<file path="config.mk">
export PLATFORM = sky130hd
export DESIGN_NAME = stage_sequencer
export DESIGN_NICKNAME = d
export VERILOG_FILES = /design/src/rtl/stage_sequencer.sv
export SDC_FILE = /design/constraint.sdc
export NUM_CORES = 1
export LEC_CHECK = 0
export ABC_AREA = 1
export BUFFER_PORTS_ARGS = -buffer_cell sky130_fd_sc_hd__buf_2
export CAP_MARGIN = 30
export CORE_UTILIZATION = 55
export CTS_CLUSTER_SIZE = 20
export DETAILED_ROUTE_END_ITERATION = 10
export GPL_TIMING_DRIVEN = 0
export PLACE_DENSITY = 0.83
export SLEW_MARGIN = 20
export SYNTH_ARGS = -nofsm -noshare
export SYNTH_HDL_FRONTEND = slang
export SYNTH_SLANG_ARGS = --single-unit
</file>
<file path="constraint.sdc">
create_clock -name clk -period 2.2 [get_ports clk]
set_clock_uncertainty 0.05 [all_clocks]
set_input_delay 0.11 -clock clk [delete_from_list [all_inputs] [get_ports clk]]
set_output_delay 0.11 -clock clk [all_outputs]
set_load 0.005 [all_outputs]
</file>
<file path="src/rtl/stage_sequencer.sv">
// Active-low one-hot stage sequencer for the multi-cycle CPU pipeline.
// Optional per-stage watchdog enabled by defining STAGE_WATCHDOG_EN.
module stage_sequencer #(
    parameter int         NUM_STAGES      = 5,
    parameter logic [7:0] WATCHDOG_CYCLES = 8'd255
) (
    input  logic                  clk,
    input  logic                  clear,
    input  logic                  stage_done,
    input  logic [NUM_STAGES-1:0] skip,
    input  logic                  halt,
    output logic [NUM_STAGES-1:0] stage_n,
    output logic                  stage_start,
    output logic                  retire,
    output logic [15:0]           retired_count
`ifdef STAGE_WATCHDOG_EN
    ,
    output logic                  timeout
`endif
);

    localparam logic [NUM_STAGES-1:0] FETCH_OH = {{(NUM_STAGES-1){1'b0}}, 1'b1};

    logic [NUM_STAGES-1:0] stage_oh;
    logic [NUM_STAGES-1:0] later_mask;
    logic [NUM_STAGES-1:0] candidates;
    logic [NUM_STAGES-1:0] next_oh;
    logic                  advance;
    logic                  wrap;
    logic                  force_fetch;
    logic                  entered;

    assign stage_oh = ~stage_n;
    assign advance  = stage_done & ~halt;

    // later_mask[j] is set for every stage strictly after the current one
    always_comb begin : later_stages
        logic seen;
        seen = 1'b0;
        for (int j = 0; j < NUM_STAGES; j++) begin
            later_mask[j] = seen;
            seen          = seen | stage_oh[j];
        end
    end

    // Bit 0 of later_mask is always 0, so skip[0] can never select fetch
    assign candidates = ~skip & later_mask;
    assign wrap       = ~|candidates;

    always_comb begin
        next_oh = '0;
        for (int j = NUM_STAGES - 1; j > 0; j--) begin
            if (candidates[j]) begin
                next_oh    = '0;
                next_oh[j] = 1'b1;
            end
        end
        if (wrap) begin
            next_oh = FETCH_OH;
        end
    end

`ifdef STAGE_WATCHDOG_EN
    logic [7:0] wd_cnt;

    // A completing stage on the expiry edge wins over the watchdog
    assign force_fetch = (wd_cnt == WATCHDOG_CYCLES) & ~advance;

    always_ff @(posedge clk) begin
        if (clear) begin
            wd_cnt  <= '0;
            timeout <= 1'b0;
        end else if (advance || force_fetch) begin
            wd_cnt  <= '0;
            timeout <= timeout | force_fetch;
        end else if (!halt) begin
            wd_cnt  <= wd_cnt + 8'd1;
        end
    end
`else
    assign force_fetch = 1'b0;
`endif

    always_ff @(posedge clk) begin
        // NOTE: non-blocking assignments so every register samples pre-edge values of the others.
        if (clear) begin
            stage_n       <= ~FETCH_OH;
            stage_start   <= 1'b0;
            retire        <= 1'b0;
            retired_count <= '0;
            entered       <= 1'b0;
        end else begin
            entered     <= 1'b1;
            stage_start <= ~entered | advance | force_fetch;
            retire      <= advance & wrap;
            if (advance) begin
                stage_n <= ~next_oh;
                if (wrap) begin
                    retired_count <= retired_count + 16'd1;
                end
            end else if (force_fetch) begin
                stage_n <= ~FETCH_OH;
            end
        end
    end

endmodule

</file>
* Word-level counts from Yosys, hierarchy flattened
Index checks and enable logic that the tools add are counted.
** Cells by class
- Add/subtract/negate cells :: 1
- Multiplexer cells :: 6
- Bitwise logic cells :: 13
- Reduce and logical (&&, ||, !) cells :: 3
** Operator list (number)
- 2-to-1 mux 5 bit :: 5
- adder 16 x 1 -> 16 bit, second input constant :: 1
- NOT 5 bit :: 2
- bitwise AND 5 bit :: 1
- OR reduction 5 bit :: 1
- NOT 4 bit :: 1
- bitwise OR 1 bit :: 4
- NOT 1 bit :: 3
- bitwise AND 1 bit :: 2
- AND reduction 2 bit :: 1
- zero test 1 bit :: 1
- 2-to-1 mux 1 bit :: 1
** Word-level totals
- Register bits :: 24
- Input bits :: 9
- Output and inout bits :: 23
- Logic and storage cells :: 28

* Depth between registers and ports, before layout
- Depth in word-level cells :: 11
- Gate-level depth with buffers :: 8
- Mapped depth without buffers :: 8

* Worst setup path before layout
No wires, ideal clock.
- Path kind :: reg2reg
- From :: register retired_count[1]
- To :: register retired_count[14]
- Setup time :: 0.115 ns
- Arrival :: 1.243 ns
- Required time :: 2.035 ns
- Setup slack :: 0.792 ns
- Cell stages (with the launch flop) :: 9
- Path buffers :: 0
- Clock period less this slack :: 1.408 ns
- Cells stage by stage :: dfxtp_1 ha_1 nand2_1 nor2_1 nand3b_1 nor2_1 nand3_1 nand2_1 nor2_1
** On the way
- Cells in the longest elaborated chain, start to end :: 1
** Ends and longest elaborated chain
- start, declared :: RTL line 15 : output logic [15:0] retired_count
- start signal, assigned :: RTL line 99 : retired_count <= retired_count + 16'd1;
- adder 16 x 1 -> 16 bit :: RTL line 99
No other way between the ends.
A chain may end at the register's enable or synchronous reset.

* Worst setup path in the final report
Same ends and word-level chain as after synthesis.

==> flow_summary.json <==
{
  "status": "finished, final reports clean",
  "crit_path_end_kind": "flip-flop",
  "layout-drive-gt1-share": 0.2322,
  "nets": 222,
  "finalPower_mw": 0.8421,
  "port_buffers": 29,
  "synth_seq_cells": 24,
  "synth_top_area_share": 0.3883,
  "postCtsSetupBuffers": 0,
  "multi_input_area_um2": 661.9,
  "hpwl_um": 2063,
  "fin_crit_sh": 0.7448,
  "cts.sinks": 24,
  "vias": 1266,
  "synth_common_cells": "nand2_1, nor2_1, dfxtp_1",
  "clockBufferDepth": 2,
  "drc": 0,
  "timing.fmax_mhz": 610.3,
  "fin_hold_ws_ns": 0.01586,
  "cts-root-buf": "clkbuf_4",
  "core_area_um2": 2042,
  "grt_use_total": 0.2462,
  "viasPerCell": 5.319,
  "grt_max_degree": 15,
  "route.met3.wl_um": 119,
  "grt-ovfl-total": 0,
  "area_delta_synth_final_pct": 18.71,
  "crit_cells": 8,
  "seq_area_um2": 480.5,
  "h-tree-depth": 1,
  "final.setup.tns_ns": 0,
  "grt_first_pass_wirelength_um": 4705,
  "synth_seq_area_share": 0.3883,
  "gp_congestion": 0.8673,
  "critPathRequiredTime_ns": 2.38,
  "path_cells": "ha_1, nand2_1, nor2_1, nand3b_1, nor2_1, nand3_1, nand2_1, nor2_1",
  "top_layer_used": "met4",
  "wl_met2_um": 1352,
  "num_rows": 16,
  "final-instance-count-excl-fill": 238,
  "synth_area_leader_cell": "dfxtp_1",
  "synth_area_um2": 1237,
  "syn_nets": 188,
  "antenna_left": 0,
  "crit_family": "simple AND/OR/NAND/NOR gates",
  "grt_setup_unrepaired": "false",
  "wl_per_cell_um": 11.61,
  "post-place-ws_ns": 0.5939,
  "path_common_cell": "nor2_1",
  "diodes": 0,
  "clk_pin_slew_ns": 0.14,
  "die_width_um": 49.43,
  "ys_types": 24,
  "critPathBufInv": 0,
  "crit_path_max_incr_delay_ns": 0.40,
  "ios": 32,
  "dpl.cell_count": 234,
  "synth.most_common_cell": "nand2_1",
  "drt-pass1-iter-count": 4,
  "synth_area_leaders": "dfxtp_1, nand2_1, nand3_1",
  "finish.instance_area_um2": 1469,
  "clk_latency_ns": 0.31,
  "numCtsBuffers": 3,
  "initial_core_util": 0.6060,
  "leakage_nw": 0.6774,
  "vdd.ir_drop.worst_mv": 0.4790,
  "worst-setup-path-type": "reg2reg",
  "avgSynthCellArea_um2": 6.952,
  "cp-start-kind": "flip-flop",
  "power.density_nw_per_um2": 573.3,
  "synthArstFlopShare": 0,
  "synthCells": 178,
  "dpl_cell_area_um2": 1416,
  "arrival_ns": 1.82,
  "die_y_um": 49.43,
  "cp_slowest_cell": "dfxtp_1",
  "max_cap_violations": 0,
  "drv_slew": 0,
  "utilization": 0.7194,
  "dieArea_um2": 2443,
  "rr_worst_depth": 8,
  "cts_tree": "built",
  "hold_depth": 2,
  "worst_pin_slew_ns": 0.4912,
  "hold_violations": 0,
  "wl_met1_um": 1282,
  "drt_iter0_markers": 31,
  "n_fill_cell": 195,
  "synth-warning-count": 0,
  "synth_edf_count": 0,
  "slew_headroom": 0.6725,
  "antenna_found_initial": 0,
  "finalSetupViolCount": 0,
  "fin_crit_ns": 1.638,
  "fin_ws_ns": 0.5615,
  "crit_path_max_fanout": 6,
  "hold_class": "in2reg",
  "routed_wl_um": 2762,
  "hold_buffers": 0,
  "cts_resized": 0,
  "synth_ff_type": "dfxtp_1",
  "first_global_vias": 1117
}
cell usage in the layout, fill, tap and decap left out, types with 2 or more instances in the layout:
cell type  instances
nand3b_1           2
nand2_1           49
o21ai_0            2
nand2_2            4
a21oi_2            3
dfxtp_1           24
nand3_1           20
clkbuf_4           3
buf_2             30
a21oi_1           14
inv_1             16
nor2_2             2
nor2_1            25
nand4_1            5
cells by family (layout without fill, tap and decap cells):
group	count (synthesis)	count (layout)	share of synthesized area
xor gates and xnor gates	1	1	0.007079
DFF	24	24	0.3883
and+or+nand+nor	110	110	0.4085
AOI/OAI and AO/OA	22	22	0.1092
buffers and inverters	20	53	0.07684
adders and majority gates	1	1	0.01011
area by class of cell:
type / count / area share
repair buffers: 29 / 0.09881
plain buffers: 4 / 0.02385
clock inverters: 1 / 0.02044
multi-input cells: 134 / 0.4506
flip-flops and latches: 24 / 0.3271
inverters: 16 / 0.04089
well taps: 27 / 0.02300
clock buffers: 3 / 0.01533
sequential cells by signal (all words and copies together) (netlist names):
signal / cells
stage_n: 5
stage_start: 1
retired_count: 16
entered: 1
retire: 1
per-layer routing:
metal	up-vias	global-route usage
met5	-	0
met4	0	0.05714
met3	2	0.03115
met2	35	0.4361
met1	587	0.3159
li1	642	-
path summary, 6_finish.rpt:
check,end,from,slack [ns]
max,retired_count[14],retired_count[1],0.56
min,retired_count[9],clear,0.02
max reg2reg,retired_count[14],retired_count[1],0.56
min reg2reg,stage_start,entered,0.37
power breakdown:
part / leakage [nW] / switching [mW] / internal, mW / total, mW
clock: 0.0279 / 0.139 / 0.184 / 0.323
sequential: 0.195 / 0.00663 / 0.443 / 0.450
combinational: 0.455 / 0.0433 / 0.0260 / 0.0693
total: 0.677 / 0.189 / 0.653 / 0.842
(Power assumes the default switching activity.)
